$ cat src/rtl/fsub_issue.sv
// Issue/retire wrapper around a combinational fp32 subtractor.
// Ports: request handshake in, subtractor x1/x2/y/ovf, result FIFO out,
//        sticky overflow status and in-flight occupancy.
module fsub_issue #(
  parameter int TAG_W = 5
) (
  input  logic             clk,
  input  logic             rst,
  input  logic             req_valid,
  output logic             req_ready,
  input  logic             req_op,
  input  logic [31:0]      req_a,
  input  logic [31:0]      req_b,
  input  logic [TAG_W-1:0] req_tag,
  output logic [31:0]      sub_x1,
  output logic [31:0]      sub_x2,
  input  logic [31:0]      sub_y,
  input  logic             sub_ovf,
  output logic             res_valid,
  input  logic             res_ready,
  output logic [31:0]      res_data,
  output logic             res_ovf,
  output logic [TAG_W-1:0] res_tag,
  output logic             ovf_sticky,
  input  logic             ovf_clear,
  output logic [1:0]       inflight
);

  logic             s1_valid_q, s1_valid_d;
  logic [31:0]      x1_q, x2_q;
  logic [TAG_W-1:0] tag1_q;

  logic [31:0]      fd_q [2];
  logic             fo_q [2];
  logic [TAG_W-1:0] ft_q [2];
  logic             wp_q, rp_q;
  logic [1:0]       cnt_q, cnt_d;
  logic             sticky_q, sticky_d;

  logic accept, pop, s1_drain;

  assign res_valid = (cnt_q != 2'd0);
  assign pop       = res_valid & res_ready;
  // A full FIFO can still take S1 when the head leaves this cycle.
  assign s1_drain  = s1_valid_q & ((cnt_q != 2'd2) | pop);
  assign req_ready = ~s1_valid_q | s1_drain;
  assign accept    = req_valid & req_ready;

  assign sub_x1     = x1_q;
  assign sub_x2     = x2_q;
  assign res_data   = fd_q[rp_q];
  assign res_ovf    = fo_q[rp_q];
  assign res_tag    = ft_q[rp_q];
  assign ovf_sticky = sticky_q;
  assign inflight   = cnt_q + {1'b0, s1_valid_q};

  always_comb begin
    s1_valid_d = accept | (s1_valid_q & ~s1_drain);
    cnt_d      = cnt_q;
    unique case ({s1_drain, pop})
      2'b10:   cnt_d = cnt_q + 2'd1;
      2'b01:   cnt_d = cnt_q - 2'd1;
      default: cnt_d = cnt_q;
    endcase
    // Set has priority over clear.
    sticky_d = (s1_drain & sub_ovf) | (sticky_q & ~ovf_clear);
  end

  always_ff @(posedge clk or posedge rst) begin
    if (rst) begin
      s1_valid_q <= 1'b0;
      x1_q       <= '0;
      x2_q       <= '0;
      tag1_q     <= '0;
      for (int i = 0; i < 2; i++) begin
        fd_q[i] <= '0;
        fo_q[i] <= 1'b0;
        ft_q[i] <= '0;
      end
      wp_q       <= 1'b0;
      rp_q       <= 1'b0;
      cnt_q      <= 2'd0;
      sticky_q   <= 1'b0;
    end else begin
      s1_valid_q <= s1_valid_d;
      if (accept) begin
        x1_q   <= req_a;
        // Add = subtract with B's sign flipped; payload untouched.
        x2_q   <= req_op ? {~req_b[31], req_b[30:0]} : req_b;
        tag1_q <= req_tag;
      end
      if (s1_drain) begin
        fd_q[wp_q] <= sub_y;
        fo_q[wp_q] <= sub_ovf;
        ft_q[wp_q] <= tag1_q;
        wp_q       <= ~wp_q;
      end
      if (pop) rp_q <= ~rp_q;
      cnt_q    <= cnt_d;
      sticky_q <= sticky_d;
    end
  end

endmodule

$ cat config.mk
export PLATFORM = sky130hd
export DESIGN_NAME = fsub_issue
export DESIGN_NICKNAME = d
export VERILOG_FILES = /design/src/rtl/fsub_issue.sv
export SDC_FILE = /design/constraint.sdc
export NUM_CORES = 1
export LEC_CHECK = 0
export BUFFER_PORTS_ARGS = -buffer_cell sky130_fd_sc_hd__clkbuf_2
export CAP_MARGIN = 20
export CORE_UTILIZATION = 40
export DETAILED_ROUTE_END_ITERATION = 8
export GPL_ROUTABILITY_DRIVEN = 0
export PLACE_DENSITY = 0.75
export SKIP_CTS_REPAIR_TIMING = 1
export SYNTH_ARGS = -nofsm -noshare
export SYNTH_HDL_FRONTEND = slang
export SYNTH_SLANG_ARGS = --single-unit
$ cat constraint.sdc
create_clock -name clk -period 6.9 [get_ports clk]
set_input_delay 1.725 -clock clk [delete_from_list [all_inputs] [get_ports clk]]
set_output_delay 1.725 -clock clk [all_outputs]
set_load 0.01 [all_outputs]
Yosys cells after proc, flatten, opt, wreduce, memory -nomap -nowiden
Cells that the tools add are included.
{"block": "totals", "in_bits": 108, "word_cells": 64, "output_inout_bits": 107, "register_bits": 151}
{"block": "op_classes", "bitwise": 18, "add_sub_neg": 3, "n_reduce_logical": 3, "mux": 20, "eq_ne": 3, "magnitude_cmp": 3}
{"operator": "$mux W32", "count": 5}
{"operator": "$bwmux W64", "count": 1}
{"operator": "$demux W32 S1", "count": 1}
{"operator": "$mux W5", "count": 4}
{"operator": "$bwmux W10", "count": 1}
{"operator": "$and A1 B1 Y1", "count": 6}
{"operator": "$not A1 Y1", "count": 6}
{"operator": "$demux W5 S1", "count": 1}
{"operator": "$ge A2 B2 Y1 const B", "count": 2}
{"operator": "$mux W1", "count": 4}
{"operator": "$not A1 Y2", "count": 2}
{"operator": "$or A1 B1 Y1", "count": 4}
{"operator": "$pmux W2 S2", "count": 1}
{"operator": "$reduce_bool A2 Y1", "count": 2}
{"operator": "$add A2 B1 Y2", "count": 1}
{"operator": "$add A2 B1 Y2 const B", "count": 1}
{"operator": "$bwmux W2", "count": 1}
{"operator": "$eq A2 B1 Y1 const B", "count": 1}
{"operator": "$eq A2 B2 Y1 const B", "count": 1}
{"operator": "$lt A2 B1 Y1 const B", "count": 1}
{"operator": "$ne A2 B2 Y1 const B", "count": 1}
{"operator": "$sub A2 B1 Y2 const B", "count": 1}
{"operator": "$demux W1 S1", "count": 1}
{"operator": "$logic_and A1 B1 Y1", "count": 1}

Depth between registers and ports, before layout
Gate-level depths: netlist (run 1).
{"block": "logic_depth", "ltp_word": 7, "depth_mapped": 6}

Worst setup path before layout (run 1)
OpenSTA, ideal clock, no wires.
{"block": "synth_path", "path_type": "input port to output port", "startpoint": "in res_ready", "endpoint": "out req_ready", "slack_ns": 3.186, "path_stages": 1, "arrival_time_ns": 1.989, "required_time_ns": 5.175, "path_cell_list": "nand4bb_1"}
{"block": "synth_via", "elab_chain_len": 4}
{"item": "start, declared", "line": "20", "source": "input logic res_ready,"}
{"item": "$and A1 B1 Y1", "line": "43", "source": "assign pop = res_valid & res_ready;"}
{"item": "$or A1 B1 Y1", "line": "45", "source": "assign s1_drain = s1_valid_q & ((cnt_q != 2'd2) | pop);"}
{"item": "$and A1 B1 Y1", "line": "45"}
{"item": "$or A1 B1 Y1", "line": "46", "source": "assign req_ready = ~s1_valid_q | s1_drain;"}
{"item": "end, declared", "line": "10", "source": "output logic req_ready,"}
Every way passes these cells.

Worst setup path after layout (run 1)
Ends and elaborated chain as after synthesis.

==> flow_summary_export.csv, run 1 <==
group,metric,value,unit
setup_path,worstPathCellList,"clkbuf_2, nand4bb_1, clkbuf_2",
clock_network,clockBufferDepth,2,
route,vias,3839,
global_routing,grt_usage,17.0,%
route,drc,12,
setup_path,worst_ep_arrival_time,2.33,ns
route,drtPass1Iterations,5,
status,status,"finished, violations left",
setup_path,slowest_stage,"nand4bb_1",
timing,period_share,58.8,%
clock_network,h-tree-depth,4,
setup_path,critPathLaunchType,"input pin",
finish,drive_above_1_share,68.1,%
global_routing,grt-ovfl-total,0,
clock_network,clkSlewWorstSetupHoldPaths,0.06,ns
yosys,synth_area,6120,sq um
timing,worstMarginPinSlew,0.980,ns
timing,fin_crit,4.05,ns
timing,relSlewSlack,34.7,%
timing,fmax,247,MHz
clock_network,clock-sinks,151,
global_routing,grt_pass1_vias,4108,
setup_path,r2r_slack,4.63,ns
flow_run,max_cap_viol_count,0,
global_routing,grt_max_degree,91,
timing,rsz0062_at_grt,"false",
setup_path,crit_start,"res_ready",
power,power_density,450,nW/um^2
power,leakage,3.79,nW
floorplanning,num_rows,44,
yosys,ys_seq_elements,151,
setup_path,cpMostUsedCell,"clkbuf_2",
route,wl_per_cell,16.0,microns
worst_hold_path,hold_path_class,"flip-flop to flip-flop",
power,p_total,3.61,mW
placed_design,dp.cells,760,
finish,area_growth,31.2,%
floorplanning,die_y,126,microns
route,ant_nets,0,
yosys,syn_nets,487,
setup_path,endpoint,"req_ready",
setup_path,cp.required,5.18,ns
floorplanning,start_util,41.5,%
finish,n_antenna_cell,0,
clock_network,cts_tree,"built",
yosys,synth_cells,377,
global_routing,antenna_found_initial,0,
yosys,syn_area_per_cell,16.2,sq um
setup_path,cp_max_fo,3,
yosys,yosysWarnings,0,
floorplanning,io_pins,215,
route,finalWirelength,12700,microns
finish,multi_input_area,2240,sq um
timing,setup_viol,0,
status,violations,"design-rule violations",
finish,regArea,3780,sq um
setup_path,crit_buf_inv,2,
finish,fin_cells,792,
setup_path,crit_family,"buffers and inverters",
floorplanning,die_area,15800,sq um
setup_path,slowest_delay,0.30,ns
yosys,ys_types,21,
setup_path,critPathKind,"input pin to output pin",
route,drtIter0Drc,143,
clock_network,clkLatencyLatePin,0.41,ns
global_routing,grt_pass1_wl,20900,microns
timing,finalMaxSlewViolations,0,
floorplanning,die_w,126,microns
setup_path,rr_endpoint,"sub_x2[5]",
finish,n_fill_cell,1238,
clock_network,cts_buffers,17,
worst_hold_path,hold_start,"fd_q[48]",
setup_path,cp-end-kind,"output pin",
power,ir_drop,172,uV
placed_design,hpwl,8850,microns
route,viasPerCell,4.85,
floorplanning,core_area,14800,sq um
clock_network,cts-root-buf,"clkbuf_16",
yosys,ys_seq_area_share,61.8,%
setup_path,r2r-start,"cnt_q[0]",
finish,finish.net_count,705,
timing,finalSetupTns,0,ns
timing,fin_skew,0.00743,ns
setup_path,critical_path_depth,3,
placed_design,io_buffers,214,
setup_path,r2r_cells,4,
timing,hold_viol_final,0,
[sequential cells by signal, summed over array words and instances, names as in the netlist]
register / cells
ovf_sticky: 1
fd_q: 64
tag1_q: 5
cnt_q: 2
ft_q: 10
wp_q: 1
sub_x1: 32
s1_valid_q: 1
sub_x2: 32
rp_q: 1
fo_q: 2
[cell usage after synthesis]
master / number / area, sq um
inv_1: 3 / 11.3
or2_2: 1 / 6.26
mux2_1: 24 / 270
clkbuf_1: 2 / 7.51
o22ai_1: 1 / 6.26
nor3b_1: 1 / 7.51
buf_1: 1 / 3.75
nand2b_1: 2 / 12.5
nor3b_2: 1 / 12.5
xnor2_1: 3 / 26.3
nor2_1: 2 / 7.51
buf_2: 13 / 65.1
dfrtp_1: 151 / 3780
mux2_2: 159 / 1790
nand4bb_1: 1 / 11.3
ha_1: 2 / 25.0
buf_4: 2 / 15.0
nand2_1: 2 / 7.51
buf_6: 1 / 11.3
and2_1: 1 / 6.26
xor2_1: 4 / 35.0
[cells by family (layout without fill, tap and decap cells)]
family / after synthesis / after routing / synth area share [%]
xor+xnor: 7 / 7 / 1.00
fa+ha+maj: 2 / 2 / 0.409
compound gates: 1 / 1 / 0.102
mux: 183 / 183 / 33.7
flops: 151 / 151 / 61.8
simple gates: 11 / 11 / 1.17
buf+inv: 22 / 253 / 1.86
[how the worst min path moves through the flow]
stage                     cells after the start  endpoint
after global placement                        1  fd_q[25]
after floorplan                               1  fd_q[16]
after CTS                                     1  fd_q[46]
after global routing                          1  fd_q[46]
final                                         1  fd_q[48]
after detailed placement                      1  fd_q[46]
[report_power, final]
group | internal [mW] | total, mW | switching, mW | leakage, nW
Sequential | 1.21 | 1.41 | 0.203 | 1.76
Clock | 0.677 | 1.03 | 0.356 | 0.321
Combinational | 0.661 | 1.17 | 0.509 | 1.71
[layer usage]
layer | part of all wire (%) | vias to the layer above | GRT usage [%] | wire (microns)
met5 | 0 | - | 0 | 0
met4 | 1.2 | 0 | 5.81 | 147
met3 | 8.7 | 12 | 5.86 | 1100
met2 | 47 | 153 | 26.9 | 5970
met1 | 43 | 1904 | 21.7 | 5470
li1 | - | 1770 | - | -
[through the flow]
step / instance area [sq um] / util (%) / setup WS [ns] / hold slack, ns
after detailed placement: 7370 / 49.9 / 2.86 / 0.472
final: 8030 / 54.4 / 2.85 / 0.481
after global placement: 7370 / 49.9 / 2.84 / 0.462
after CTS: 8030 / 54.4 / 2.85 / 0.486
after global routing: 8030 / 54.4 / 2.81 / 0.493
after floorplan: 6120 / - / 1.11 / 0.452
[cell type report]
cell class | count | share of cell area (%)
inverter | 3 | 0.203
timing repair buffer | 218 | 13.7
sequential | 151 | 47.1
multi-input combinational | 204 | 27.9
clock buffer | 19 | 5.39
clock inverter | 13 | 2.81
tap | 184 | 2.87
[placed cells by master, fill, tap and decap left out, types with 3 or more instances in the layout]
cell / n
buf_4: 4
bufinv_16: 6
clkbuf_16: 17
clkbuf_2: 214
clkinv_2: 4
dfrtp_1: 150
mux2_1: 24
mux2_2: 159
xnor2_1: 3
xor2_1: 4
Power figures use the tool's default switching activity.
==> run 2, diff against run 1 <==
--- a/config.mk
+++ b/config.mk
@@ -5,12 +5,13 @@
 export SDC_FILE = /design/constraint.sdc
 export NUM_CORES = 1
 export LEC_CHECK = 0
+export ABC_AREA = 1
 export BUFFER_PORTS_ARGS = -buffer_cell sky130_fd_sc_hd__clkbuf_2
 export CAP_MARGIN = 20
 export CORE_UTILIZATION = 40
 export DETAILED_ROUTE_END_ITERATION = 8
 export GPL_ROUTABILITY_DRIVEN = 0
-export PLACE_DENSITY = 0.75
+export PLACE_DENSITY = 0.77
 export SKIP_CTS_REPAIR_TIMING = 1
 export SYNTH_ARGS = -nofsm -noshare
 export SYNTH_HDL_FRONTEND = slang
==> constraint.sdc (replaced) <==
create_clock -name clk -period 3.6 [get_ports clk]
set_input_delay 0.9 -clock clk [delete_from_list [all_inputs] [get_ports clk]]
set_output_delay 0.9 -clock clk [all_outputs]
set_load 0.01 [all_outputs]
==> run 2 against run 1 <==
  * The run now ends clean
  * Register-to-register slack lost 3.3 ns
  * Critical path depth grew 2
  * Synthesized cell count grew 110%
  * Die area grew 7.4%
  * First-iteration DRC count grew 130%
  * Cell count grew 53%
==> flow_summary_export.csv, run 2 <==
group,metric,value,unit
clock_network,clkSlewWorstSetupHoldPaths,0.06,ns
setup_path,cp-end-kind,"output pin",
yosys,synth_area_leaders,"dfrtp_1, nand2_1, nand4_1",
yosys,synthArstFlopShare,100,%
timing,fin_skew,0.0191,ns
setup_path,worst_ep_arrival_time,1.89,ns
worst_hold_path,hold_path_class,"flip-flop to flip-flop",
yosys,syn_area_per_cell,8.26,sq um
clock_network,cts-root-buf,"clkbuf_16",
setup_path,cp.required,2.70,ns
finish,n_antenna_cell,0,
timing,setup_viol,0,
global_routing,gr-max-usage-layer,"met2",
yosys,synth_edf_count,0,
finish,finish.net_count,1091,
floorplanning,die_w,130,microns
finish,largest_reg_flops,64,
route,finalWirelength,18000,microns
yosys,synth_top_area_cell,"dfrtp_1",
placed_design,dp_slack,0.853,ns
timing,relSlewSlack,43.9,%
floorplanning,start_util,41.1,%
yosys,synth_cells,797,
timing,hold_viol_final,0,
route,vias,6055,
finish,layout_commonest_cell,"nand2_1",
timing,period_share,77.4,%
clock_network,clock-sinks,151,
clock_network,clkLatencyLatePin,0.43,ns
finish,layout_common_cells,"nand2_1, clkbuf_2, dfrtp_1, nand4_1, nand3_1",
route,ant_nets,0,
timing,worstMarginPinSlew,0.842,ns
setup_path,critPathLaunchType,"flip-flop",
global_routing,antenna_found_initial,0,
timing,fmax,359,MHz
global_routing,grt_pass1_wl,28400,microns
clock_network,cts_buffers,17,
global_routing,grt-ovfl-total,0,
yosys,synth_common_cells,"nand2_1, dfrtp_1, nand4_1, nand3_1, clkbuf_1",
finish,n_fill_cell,1551,
route,drtIter0Drc,330,
finish,area_growth,27.6,%
status,status,"complete, no violations",
clock_network,cts_tree,"built",
timing,rsz0062_at_grt,"false",
yosys,ys_seq_area_share,57.4,%
finish,regMostFlops,"fd_q",
global_routing,gr-usage-met2,34.6,%
clock_network,clockBufferDepth,2,
placed_design,io_buffers,214,
power,power_density,820,nW/um^2
clock_network,h-tree-depth,4,
floorplanning,core_area,16000,sq um
global_routing,met3_usage,6.31,%
yosys,ys_types,17,
yosys,ys_seq_elements,151,
yosys,synth_area,6580,sq um
setup_path,critPathKind,"flip-flop to output pin",
placed_design,hpwl,11600,microns
route,viasPerCell,5.00,
floorplanning,die_area,17000,sq um
setup_path,cp_max_fo,21,
power,leakage,4.81,nW
yosys,yosysWarnings,0,
timing,worst_slack,0.812,ns
route,drc,0,
yosys,synth.most_common_cell,"nand2_1",
global_routing,grt_usage,22.0,%
floorplanning,die_y,130,microns
route,drtPass1Iterations,5,
yosys,synthFlopType,"dfrtp_1",
route,wl_per_cell,14.9,microns
finish,drive_above_1_share,26.7,%
timing,finalSetupTns,0,ns
global_routing,grt_pass1_vias,5613,
global_routing,grt_util_met1,28.4,%
timing,fin_crit,2.79,ns
floorplanning,num_rows,46,
timing,finalMaxSlewViolations,0,
yosys,yosysTopAreaCellShare,57.4,%
yosys,syn_nets,907,
global_routing,grt_max_degree,152,
floorplanning,io_pins,215,
flow_run,max_cap_viol_count,0,
finish,regArea,3780,sq um
finish,multi_input_area,2500,sq um
power,ir_drop,364,uV
run 2: changes by cell type in the layout (fill, tap and decap cells not counted), sizes merged, moves of 2 or more:
cell,before,now
inv,4,18
nand4,0,77
nor2,2,0
nand3,0,74
nor3b,2,0
nand2b,2,0
bufinv,6,1
mux2,183,0
nand2,2,413
buf,4,14
xnor2,3,1
run 2: cell type report:
| class | count | share of cell area (%) |
|---|---|---|
| clock buffer | 19 | 5.40 |
| clock inverter | 13 | 1.58 |
| inverter | 11 | 0.537 |
| multi-input combinational | 572 | 29.8 |
| sequential | 151 | 45.0 |
| tap | 216 | 3.22 |
| timing repair buffer | 228 | 14.5 |
run 2: cell families after synthesis:
kind of cell / Yosys count / synth area share [%]
AO/OA/AOI/OAI: 1 / 0.0760
buffers and inverters: 74 / 4.73
AND/OR/NAND/NOR: 564 / 36.7
XOR/XNOR: 5 / 0.665
flip-flops: 151 / 57.4
adder cells (fa/ha/maj): 2 / 0.380
run 2: worst paths after layout:
| check | start | end | slack [ns] | cells past startpoint |
|---|---|---|---|---|
| worst min register to register | fd_q[27] | fd_q[27] | 0.47 | 2 |
| worst max-delay path | rp_q | res_data[1] | 0.81 | 5 |
| worst min-delay path | fd_q[27] | fd_q[27] | 0.47 | 2 |
| worst max register to register | s1_valid_q | sub_x1[14] | 1.35 | 6 |
| max in group asynchronous | rst | s1_valid_q | 2.26 | 3 |
| min in group asynchronous | rst | sub_x1[17] | 0.66 | 3 |
run 2: through the flow:
stage / total power [mW] / utilization (%) / instance area (sq um) / instances / hold WS [ns]
5_1_grt: 7.40 / 52.5 / 8390 / 1210 / 0.481
2_1_floorplan: 4.17 / - / 6580 / 797 / 0.442
4_1_cts: 6.95 / 52.5 / 8390 / 1210 / 0.473
6_report: 6.88 / 52.5 / 8390 / 1210 / 0.470
3_3_place_gp: 5.10 / 48.8 / 7810 / 1178 / 0.453
3_5_place_dp: 5.16 / 48.8 / 7810 / 1178 / 0.458
run 2: metal layers:
metal / wire length [microns] / share of wire (%)
met5: 0 / 0
met4: 305 / 1.7
met3: 1390 / 7.7
met2: 8610 / 48
met1: 7690 / 43
run 2: where the power goes:
group | internal [mW] | switching (mW) | total, mW | leakage [nW]
combinational | 0.883 | 1.64 | 2.52 | 2.66
clock | 1.01 | 0.750 | 1.76 | 0.293
sequential | 2.28 | 0.329 | 2.60 | 1.86
run 2: worst max-delay path: stages, from the launching register on:
cell and delay [ns]:
dfrtp_1 0.37, inv_1 0.55, buf_12 0.25, nand2_1 0.06, nand2_1 0.07, clkbuf_2 0.16
==> run 3, diff against run 2 <==
--- a/config.mk
+++ b/config.mk
@@ -11,7 +11,7 @@
 export CORE_UTILIZATION = 40
 export DETAILED_ROUTE_END_ITERATION = 8
 export GPL_ROUTABILITY_DRIVEN = 0
-export PLACE_DENSITY = 0.77
+export PLACE_DENSITY = 0.74
 export SKIP_CTS_REPAIR_TIMING = 1
 export SYNTH_ARGS = -nofsm -noshare
 export SYNTH_HDL_FRONTEND = slang
==> constraint.sdc (replaced) <==
create_clock -name clk -period 2.7 [get_ports clk]
set_input_delay 0.675 -clock clk [delete_from_list [all_inputs] [get_ports clk]]
set_output_delay 0.675 -clock clk [all_outputs]
set_load 0.01 [all_outputs]
==> run 3 against run 2 <==
  * Cell area up 1.4%
  * Sequential power up 34%
  * Cell count up 0.33%
  * Count of clock-buffer cells in the layout up 1
  * Total power up 36%
  * Worst setup slack worse by 0.47 ns
  * Via count down 1.2%
  * Register-to-register slack worse by 0.34 ns
  * First-iteration DRC count down 14%
  * Wire length down 0.91%
  * Utilization up 0.72 points
  * Sequential share of layout area down 0.61 points
  * Critical endpoint is now res_ovf
  * Largest cell class unchanged
==> flow_summary_export.csv, run 3 (synthesis results as in run 2) <==
group,metric,value,unit
status,status,"complete, no violations",
floorplanning,die_w,130,microns
power,ir_drop,503,uV
setup_path,critPathKind,"flip-flop to output pin",
worst_hold_path,hold_path_class,"input pin to async pin",
timing,fmax,424,MHz
timing,period_share,87.4,%
floorplanning,core_area,16000,sq um
setup_path,cp-end-kind,"output pin",
global_routing,antenna_found_initial,0,
clock_network,clock-sinks,151,
timing,worstMarginPinSlew,0.604,ns
finish,n_fill_cell,1591,
route,wl_per_cell,14.7,microns
global_routing,grt_max_degree,63,
clock_network,cts-root-buf,"clkbuf_16",
route,drtIter0Drc,283,
floorplanning,io_pins,215,
placed_design,hpwl,12000,microns
route,drc,0,
setup_path,cp_max_fo,29,
finish,drive_above_1_share,26.9,%
route,finalWirelength,17800,microns
route,vias,5984,
timing,finalSetupTns,0,ns
finish,finish.net_count,1096,
finish,layout_commonest_cell,"nand2_1",
setup_path,slowest_delay,0.38,ns
finish,fin_cells,1214,
timing,fin_crit,2.36,ns
finish,n_antenna_cell,0,
global_routing,grt_pass1_vias,5712,
power,leakage,4.85,nW
route,viasPerCell,4.93,
finish,area_growth,29.3,%
floorplanning,start_util,41.1,%
floorplanning,num_rows,46,
placed_design,place_area,7890,sq um
clock_network,cts_tree,"built",
setup_path,critPathLaunchType,"flip-flop",
placed_design,dp_slack,0.659,ns
placed_design,io_buffers,214,
timing,relSlewSlack,59.8,%
clock_network,clockBufferDepth,2,
setup_path,crit_family,"buffers and inverters",
timing,worst_slack,0.341,ns
route,ant_nets,0,
timing,hold_viol_final,0,
floorplanning,die_y,130,microns
setup_path,worst_ep_arrival_time,1.68,ns
placed_design,dp.cells,1183,
route,drtPass1Iterations,4,
finish,final_cell_area,8510,sq um
setup_path,crit_buf_inv,3,
timing,rsz0062_at_grt,"false",
clock_network,cts_buffers,17,
timing,finalMaxSlewViolations,0,
setup_path,r2r_slack,1.01,ns
clock_network,clkSlewWorstSetupHoldPaths,0.06,ns
clock_network,clkLatencyLatePin,0.42,ns
finish,regMostFlops,"fd_q",
timing,fin_skew,0.0124,ns
setup_path,cp.required,2.03,ns
clock_network,h-tree-depth,4,
setup_path,cpMostUsedCell,"nand2_1",
power,p_total,9.34,mW
setup_path,worstPathCellList,"inv_1, buf_12, nand2_1, nand2_1, clkbuf_2",
global_routing,grt_pass1_wl,28800,microns
power,power_density,1100,nW/um^2
flow_run,max_cap_viol_count,0,
setup_path,slowest_stage,"dfrtp_1",
finish,largest_reg_flops,64,
global_routing,grt_usage,22.2,%
floorplanning,die_area,17000,sq um
global_routing,grt-ovfl-total,0,
finish,layout_common_cells,"nand2_1, clkbuf_2, dfrtp_1, nand4_1, nand3_1",
timing,setup_viol,0,
[run 3: changes by cell type in the layout (fill, tap and decap cells not counted)]
cell / change
buf_4: +2
clkbuf_8: -1
clkinv_2: -1
clkinvlp_4: +3
inv_8: -2
buf_12: +3
clkbuf_1: +2
inv_6: -5
nand3_1: -1
bufinv_16: +3
nand3_2: +1
[run 3: stage by stage]
stage	hold slack (ns)	util, %
global placement	0.453	49.3
detailed placement	0.458	49.3
CTS	0.260	53.2
global route	0.275	53.2
floorplan	0.442	-
finish	0.253	53.2
[run 3: worst paths after layout]
check	cells past startpoint	from	to
max in group asynchronous	3	rst	fd_q[26]
max	5	rp_q	res_ovf
min reg2reg	2	fd_q[45]	fd_q[45]
max reg2reg	8	cnt_q[0]	cnt_q[1]
min	2	rst	sub_x1[18]
min in group clk	2	ovf_clear	ovf_sticky
[run 3: cell type report]
cell class / count / area, sq um / share of cell area, %
sequential: 151 / 3780 / 44.4
multi-input combinational: 572 / 2500 / 29.4
timing repair buffer: 233 / 1290 / 15.1
clock buffer: 20 / 447 / 5.25
tap: 216 / 270 / 3.18
clock inverter: 11 / 174 / 2.04
inverter: 11 / 45.0 / 0.529
[run 3: per-layer routing]
layer,vias to the layer above,routed length (microns),track usage [%]
met4,0,356,8.96
met3,24,1430,6.31
met5,-,0,0
li1,2959,-,-
met1,2781,7460,26.8
met2,220,8590,37.1
[run 3: power breakdown]
part	switching, mW	internal (mW)	total (mW)	leakage, nW
Clock	0.929	1.57	2.50	0.293
Sequential	0.455	3.04	3.49	1.86
Combinational	2.14	1.21	3.35	2.70
Total	3.53	5.81	9.34	4.85
[run 3: worst register-to-register path, stage by stage, from the launching register on]
cell and delay, ns:
dfrtp_1 0.42, inv_1 0.18, nand2_1 0.14, nand2_1 0.17, inv_1 0.06, ha_1 0.31, inv_1 0.06, nand3_1 0.08
xor2_1 0.15
